==> src/rtl/bid_round_seq.sv <==
// Auction round sequencer: accepts one round request, programs the auction
// through an 8-op command list, runs the round timer, then waits for the result.
module bid_round_seq (
    input  logic        clk,
    input  logic        reset,
    input  logic        cfg_valid,
    output logic        cfg_ready,
    input  logic [31:0] cfg_key,
    input  logic [31:0] cfg_xval,
    input  logic [31:0] cfg_yval,
    input  logic [31:0] cfg_zval,
    input  logic [2:0]  cfg_mask,
    input  logic [31:0] cfg_timer,
    input  logic [31:0] cfg_cost,
    input  logic        abort,
    input  logic        ready,
    input  logic [1:0]  err,
    input  logic        roundOver,
    output logic [3:0]  C_op,
    output logic [31:0] C_data,
    output logic        C_start,
    output logic        done,
    output logic [1:0]  status
);

    typedef enum logic [2:0] {
        S_IDLE    = 3'd0,
        S_ISSUE   = 3'd1,
        S_CHECK   = 3'd2,
        S_RUN     = 3'd3,
        S_WAIT_RO = 3'd4,
        S_DONE    = 3'd5
    } state_t;

    localparam logic [3:0] OP_NOOP      = 4'd0;
    localparam logic [3:0] OP_UNLOCK    = 4'd1;
    localparam logic [3:0] OP_LOCK      = 4'd2;
    localparam logic [3:0] OP_LOADX     = 4'd3;
    localparam logic [3:0] OP_LOADY     = 4'd4;
    localparam logic [3:0] OP_LOADZ     = 4'd5;
    localparam logic [3:0] OP_SETMASK   = 4'd6;
    localparam logic [3:0] OP_SETTIMER  = 4'd7;
    localparam logic [3:0] OP_BIDCHARGE = 4'd8;

    localparam logic [1:0] ST_OK      = 2'b00;
    localparam logic [1:0] ST_CFG_ERR = 2'b01;
    localparam logic [1:0] ST_TIMEOUT = 2'b10;
    localparam logic [1:0] ST_ABORTED = 2'b11;

    state_t      state;
    logic [2:0]  op_idx;
    logic [31:0] run_cnt;
    logic [3:0]  wd_cnt;

    logic [31:0] key_q;
    logic [31:0] xval_q;
    logic [31:0] yval_q;
    logic [31:0] zval_q;
    logic [2:0]  mask_q;
    logic [31:0] timer_q;
    logic [31:0] cost_q;

    logic [3:0]  cur_op;
    logic [31:0] cur_data;
    logic        chk_fail;
    logic        abort_hit;

    // Request handshake: a request transfers on the rising edge where
    // cfg_valid && cfg_ready; cfg_ready is high only in IDLE and never in reset.
    assign cfg_ready = (state == S_IDLE) && !reset;

    // Unlock may report "already unlocked" (2'b10) without failing the round.
    assign chk_fail  = (op_idx == 3'd0) ? ((err != 2'b00) && (err != 2'b10))
                                        : (err != 2'b00);

    assign abort_hit = abort && (state != S_IDLE) && (state != S_DONE);

    always_comb begin
        cur_op   = OP_NOOP;
        cur_data = 32'd0;
        case (op_idx)
            3'd0: begin cur_op = OP_UNLOCK;    cur_data = key_q;            end
            3'd1: begin cur_op = OP_LOADX;     cur_data = xval_q;           end
            3'd2: begin cur_op = OP_LOADY;     cur_data = yval_q;           end
            3'd3: begin cur_op = OP_LOADZ;     cur_data = zval_q;           end
            3'd4: begin cur_op = OP_SETMASK;   cur_data = {29'd0, mask_q};  end
            3'd5: begin cur_op = OP_SETTIMER;  cur_data = timer_q;          end
            3'd6: begin cur_op = OP_BIDCHARGE; cur_data = cost_q;           end
            3'd7: begin cur_op = OP_LOCK;      cur_data = key_q;            end
            default: begin cur_op = OP_NOOP;   cur_data = 32'd0;            end
        endcase
    end

    always_ff @(posedge clk or posedge reset) begin
        if (reset) begin
            state   <= S_IDLE;
            op_idx  <= 3'd0;
            run_cnt <= 32'd0;
            wd_cnt  <= 4'd0;
            key_q   <= 32'd0;
            xval_q  <= 32'd0;
            yval_q  <= 32'd0;
            zval_q  <= 32'd0;
            mask_q  <= 3'd0;
            timer_q <= 32'd0;
            cost_q  <= 32'd0;
            C_op    <= OP_NOOP;
            C_data  <= 32'd0;
            C_start <= 1'b0;
            done    <= 1'b0;
            status  <= ST_OK;
        end else if (abort_hit) begin
            state   <= S_DONE;
            status  <= ST_ABORTED;
            done    <= 1'b1;
            C_op    <= OP_NOOP;
            C_data  <= 32'd0;
            C_start <= 1'b0;
        end else begin
            case (state)
                S_IDLE: begin
                    done <= 1'b0;
                    if (cfg_valid && cfg_ready) begin
                        key_q   <= cfg_key;
                        xval_q  <= cfg_xval;
                        yval_q  <= cfg_yval;
                        zval_q  <= cfg_zval;
                        mask_q  <= cfg_mask;
                        timer_q <= cfg_timer;
                        cost_q  <= cfg_cost;
                        op_idx  <= 3'd0;
                        state   <= S_ISSUE;
                    end
                end
                S_ISSUE: begin
                    if (ready) begin
                        C_op   <= cur_op;
                        C_data <= cur_data;
                        state  <= S_CHECK;
                    end else begin
                        C_op   <= OP_NOOP;
                        C_data <= 32'd0;
                    end
                end
                S_CHECK: begin
                    C_op   <= OP_NOOP;
                    C_data <= 32'd0;
                    if (chk_fail) begin
                        status <= ST_CFG_ERR;
                        done   <= 1'b1;
                        state  <= S_DONE;
                    end else if (op_idx == 3'd7) begin
                        // A zero-length round still runs for one cycle.
                        run_cnt <= (timer_q == 32'd0) ? 32'd1 : timer_q;
                        C_start <= 1'b1;
                        state   <= S_RUN;
                    end else begin
                        op_idx <= op_idx + 3'd1;
                        state  <= S_ISSUE;
                    end
                end
                S_RUN: begin
                    if (run_cnt <= 32'd1) begin
                        run_cnt <= 32'd0;
                        wd_cnt  <= 4'd0;
                        C_start <= 1'b0;
                        state   <= S_WAIT_RO;
                    end else begin
                        run_cnt <= run_cnt - 32'd1;
                    end
                end
                S_WAIT_RO: begin
                    if (roundOver) begin
                        status <= ST_OK;
                        done   <= 1'b1;
                        state  <= S_DONE;
                    end else if (wd_cnt == 4'd15) begin
                        status <= ST_TIMEOUT;
                        done   <= 1'b1;
                        state  <= S_DONE;
                    end else begin
                        wd_cnt <= wd_cnt + 4'd1;
                    end
                end
                S_DONE: begin
                    done    <= 1'b0;
                    C_op    <= OP_NOOP;
                    C_data  <= 32'd0;
                    C_start <= 1'b0;
                    state   <= S_IDLE;
                end
                default: begin
                    state <= S_IDLE;
                end
            endcase
        end
    end

endmodule

==> config.mk <==
export PLATFORM = sky130hd
export DESIGN_NAME = bid_round_seq
export DESIGN_NICKNAME = d
export VERILOG_FILES = /design/src/rtl/bid_round_seq.sv
export SDC_FILE = /design/constraint.sdc
export NUM_CORES = 1
export LEC_CHECK = 0
export ABC_CLOCK_PERIOD_IN_PS = 10300
export BUFFER_PORTS_ARGS = -buffer_cell sky130_fd_sc_hd__buf_4
export CAP_MARGIN = 20
export CELL_PAD_IN_SITES_DETAIL_PLACEMENT = 0
export CELL_PAD_IN_SITES_GLOBAL_PLACEMENT = 1
export CORE_MARGIN = 2
export CORE_UTILIZATION = 40
export DETAILED_ROUTE_END_ITERATION = 8
export PLACE_DENSITY_LB_ADDON = 0.1
export SYNTH_ARGS = -nofsm -noshare
export SYNTH_HDL_FRONTEND = slang
export SYNTH_SLANG_ARGS = --single-unit
==> constraint.sdc <==
create_clock -name clk -period 10.3 [get_ports clk]
set_input_delay 1.545 -clock clk [delete_from_list [all_inputs] [get_ports clk]]
set_output_delay 1.545 -clock clk [all_outputs]
set_load 0.05 [all_outputs]
==> reports/qor_table.md <==
| Quantity | This run | Unit |
| --- | --- | --- |
| Routability congestion estimate | 0.836 | - |
| Path class of the lowest-slack min-delay path | reg2reg | - |
| Crit end category | register | - |
| Number of port buffers | 243 | - |
| Power density cells | 294 | nW/µm² |
| Count of max-cap constraint violations | 0 | - |
| Seq/Total Area, Yosys | 0.534 | - |
| Slew margin rel. | 0.258 | - |
| Count of endpoints failing setup in the final report | 0 | - |
| Async S/R FF share, synth | 1.00 | - |
| Worst setup slack after placement | 5.59 | ns |
| Worst hold slack | 0.469 | ns |
| Static leakage | 8.25 | nW |
| Syn_area_per_cell | 8.76 | µm² |
| Wire length of the first global-routing pass | 64.5 | mm |
| Residual DRC count | 0 | - |
| Required time of the worst setup path | 10.74 | ns |
| Peak Freq | 237 | MHz |
| Critical path class | in2reg | - |
| Antenna Violating Nets Remaining | 0 | - |
| Routed Wire Length | 41.8 | mm |
| End-of-flow core utilization | 0.511 | - |
| Result of the run | finished, final reports clean | - |
| Kind of start point of the critical path | primary input | - |
| Worst hold path cell count | 2 | - |
| RSZ-0062 raised after global routing | no | - |
| Area of the core | 31,700 | µm² |
| Worst EP arrival | 4.66 | ns |
| Aggregate global routing overflow | 0 | - |
| H-tree levels | 2 | - |
| Average wire per cell in the routed design | 19.8 | µm |
| Largest stage delay, worst path | 0.84 | ns |
| Area taken by flip-flops and latches | 6930 | µm² |
| # IOs | 244 | - |
| Most used standard cell by instance count after synthesis | nand2_1 | - |
| Ordered cell list for the critical path | buf_4 -> nor4_1 -> and2_4 -> buf_4 -> buf_4 -> nand2_1 -> nand2_1 | - |
| Length of the first detailed-routing pass in iterations | 8 | - |
| Critical path's slowest cell | buf_4 | - |
| GR Util All Layers | 0.245 | - |
| Final worst-path cycle share | 0.409 | - |
| Pins over their slew limit | 0 | - |
| CP most frequent cell | buf_4 | - |
| Actual slew at the worst max-slew pin | 1.10 | ns |
| Top_reg_cell synth | dfrtp_1 | - |
| Vias | 11.6k | - |
| Register-to-register path setup slack | 6.50 | ns |
| R2R cell count | 6 | - |
| Final hold viol count | 0 | - |
| Initial antenna violation count | 4 | - |
| Combined area of all synthesized cells | 13,000 | µm² |
| Number of buffers created by CTS | 34 | - |
| Count of routing violations after the opening detailed-route iteration | 1,125 | - |
| Clock sinks | 277 | - |
| Via count of the first global-routing pass | 11.2k | - |
| Number of buffers added to fix hold violations after cts | 0 | - |
| Synthesized Nets | 1,697 | - |
| Floorplan die area | 33,900 | µm² |
| Summed negative setup slack over all endpoints | 0 | ns |
| Number of library cell types mapped by synthesis | 61 | - |
| Highest net fanout along the worst path | 94 | - |
| Number of buffers on the longest clock path | 3 | - |
| Die W | 184 | µm |
| CTS tree | built | - |
| Clk root buf | clkbuf_16 | - |
| Leading post-synthesis cells by cell area | dfrtp_1 53%, nand2_1 19%, clkbuf_1 2.7%, a31oi_1 2.3%, a222oi_1 2.2% | - |
| Post-CTS clock slew at the launch and capture registers of the worst setup and hold paths | 0.06 | ns |
| Initial Utilization | 0.409 | - |
| Average via count per standard cell | 5.52 | - |
| Warnings, synthesis | 0 | - |
| Number of post-CTS setup repair buffers | 0 | - |
| Synthesized instance count | 1,482 | - |
| Die Ht | 184 | µm |
| Share of the synthesized area in the top cell type | 0.534 | - |
| Top cell type by total area after synthesis | dfrtp_1 | - |
| Crit path setup slack, layout | 6.08 | ns |
| Clk_lat worst skew | 0.51 | ns |
| Cells resized by post-CTS repair | 0 | - |
| Clock period minus final worst setup slack | 4.22 | ns |
| Nets | 1,890 | - |
| Hpwl dp | 28.0 | mm |
| Maximum resistive drop on vdd | 119 | µV |
| Top post-synthesis cells by count | 640 x nand2_1, 277 x dfrtp_1, 94 x clkbuf_1, 53 x o21ai_0, 47 x a31oi_1 | - |
| Row cnt | 65 | - |
| Final setup skew | 0.0119 | ns |
| Fill cells | 3,019 | - |
| Fraction of final layout cells with drive strength greater than 1 | 0.201 | - |
| Number of synthesized register bits | 277 | - |
| Number of synthesized flops with an enable pin | 0 | - |
| Area used by multi-input combinational logic | 5600 | µm² |
| Maximum number of pins on one net before global-route repair | 148 | - |
| Area growth from synthesis to layout | 24.8 | % |
## state kept, by name, indices dropped and copies added, names as in the netlist, 3 cells and up
signal	cells
C_data	32
cost_q	32
key_q	32
run_cnt	32
timer_q	32
xval_q	32
yval_q	32
zval_q	32
C_op	4
wd_cnt	4
mask_q	3
op_idx	3
state	3
## layout by cell type, fill, tap and decap left out, drive strengths merged, types with 5 or more instances in the layout
cell	netlist	final
nand2	640	640
dfrtp	277	277
buf	8	259
o21ai	54	54
clkbuf	94	52
a31oi	47	47
nor2	38	38
a22o	30	30
a222oi	29	29
inv	23	25
and3	21	21
nor4	20	20
nor3	17	17
mux2	16	16
a32oi	15	15
a21o	14	14
o2bb2ai	13	13
a21oi	12	12
ha	12	12
nand4	10	10
a22oi	9	9
o211ai	9	9
nand3	7	7
o31ai	6	6
clkinv	1	6
o22ai	5	5
or4	5	5
## cells by family after synthesis
kind of cell | Yosys count | synth area share
simple gates | 778 | 0.249
flops | 277 | 0.534
compound gates | 270 | 0.152
buf+inv | 126 | 0.0372
mux | 18 | 0.0154
fa+ha+maj | 12 | 0.0116
xor+xnor | 1 | 0.000675
## where the power goes
group | leakage, nW | internal, mW | switching (mW)
clock network | 0.530 | 0.695 | 0.467
logic | 4.19 | 0.613 | 1.05
registers | 3.53 | 1.54 | 0.391
## metal layers
layer	wire, µm	global-route usage
met2	19200	0.382
met5	16	0
met1	18400	0.349
met3	3180	0.0498
met4	897	0.0653
## worst max-delay path: cells and delay by family
family	cells	cell delay, ns
buffers and inverters	3	1.68
and+or+nand+nor	4	1.34
## area by class of cell
| cell class | count | share of cell area |
|---|---|---|
| inverters | 24 | 0.00603 |
| flip-flops and latches | 277 | 0.428 |
| multi-input cells | 1079 | 0.346 |
| clock buffers | 52 | 0.0617 |
| well taps | 402 | 0.0311 |
| repair buffers | 259 | 0.123 |
| clock inverters | 8 | 0.00448 |
| diodes | 3 | 0.000463 |
## metrics by stage
stage / cells / total power [mW] / area [µm²]
2_1_floorplan: 1482 / 3.03 / 13000
3_3_place_gp: 2039 / 3.57 / 15100
3_5_place_dp: 2040 / 3.61 / 15100
4_1_cts: 2100 / 4.79 / 16200
5_1_grt: 2102 / 5.09 / 16200
6_report: 2104 / 4.76 / 16200
## worst paths after layout
path | startpoint | end
min reg2reg | xval_q[29]$_DFFE_PP0P_ | xval_q[29]$_DFFE_PP0P_
max reg2reg | state[0]$_DFFE_PP0P_ | zval_q[11]$_DFFE_PP0P_
max in group asynchronous | reset | run_cnt[22]$_DFFE_PP0P_
min in group asynchronous | reset | mask_q[1]$_DFFE_PP0P_
min | xval_q[29]$_DFFE_PP0P_ | xval_q[29]$_DFFE_PP0P_
max | reset | zval_q[11]$_DFFE_PP0P_
Power figures use the tool's default switching activity.
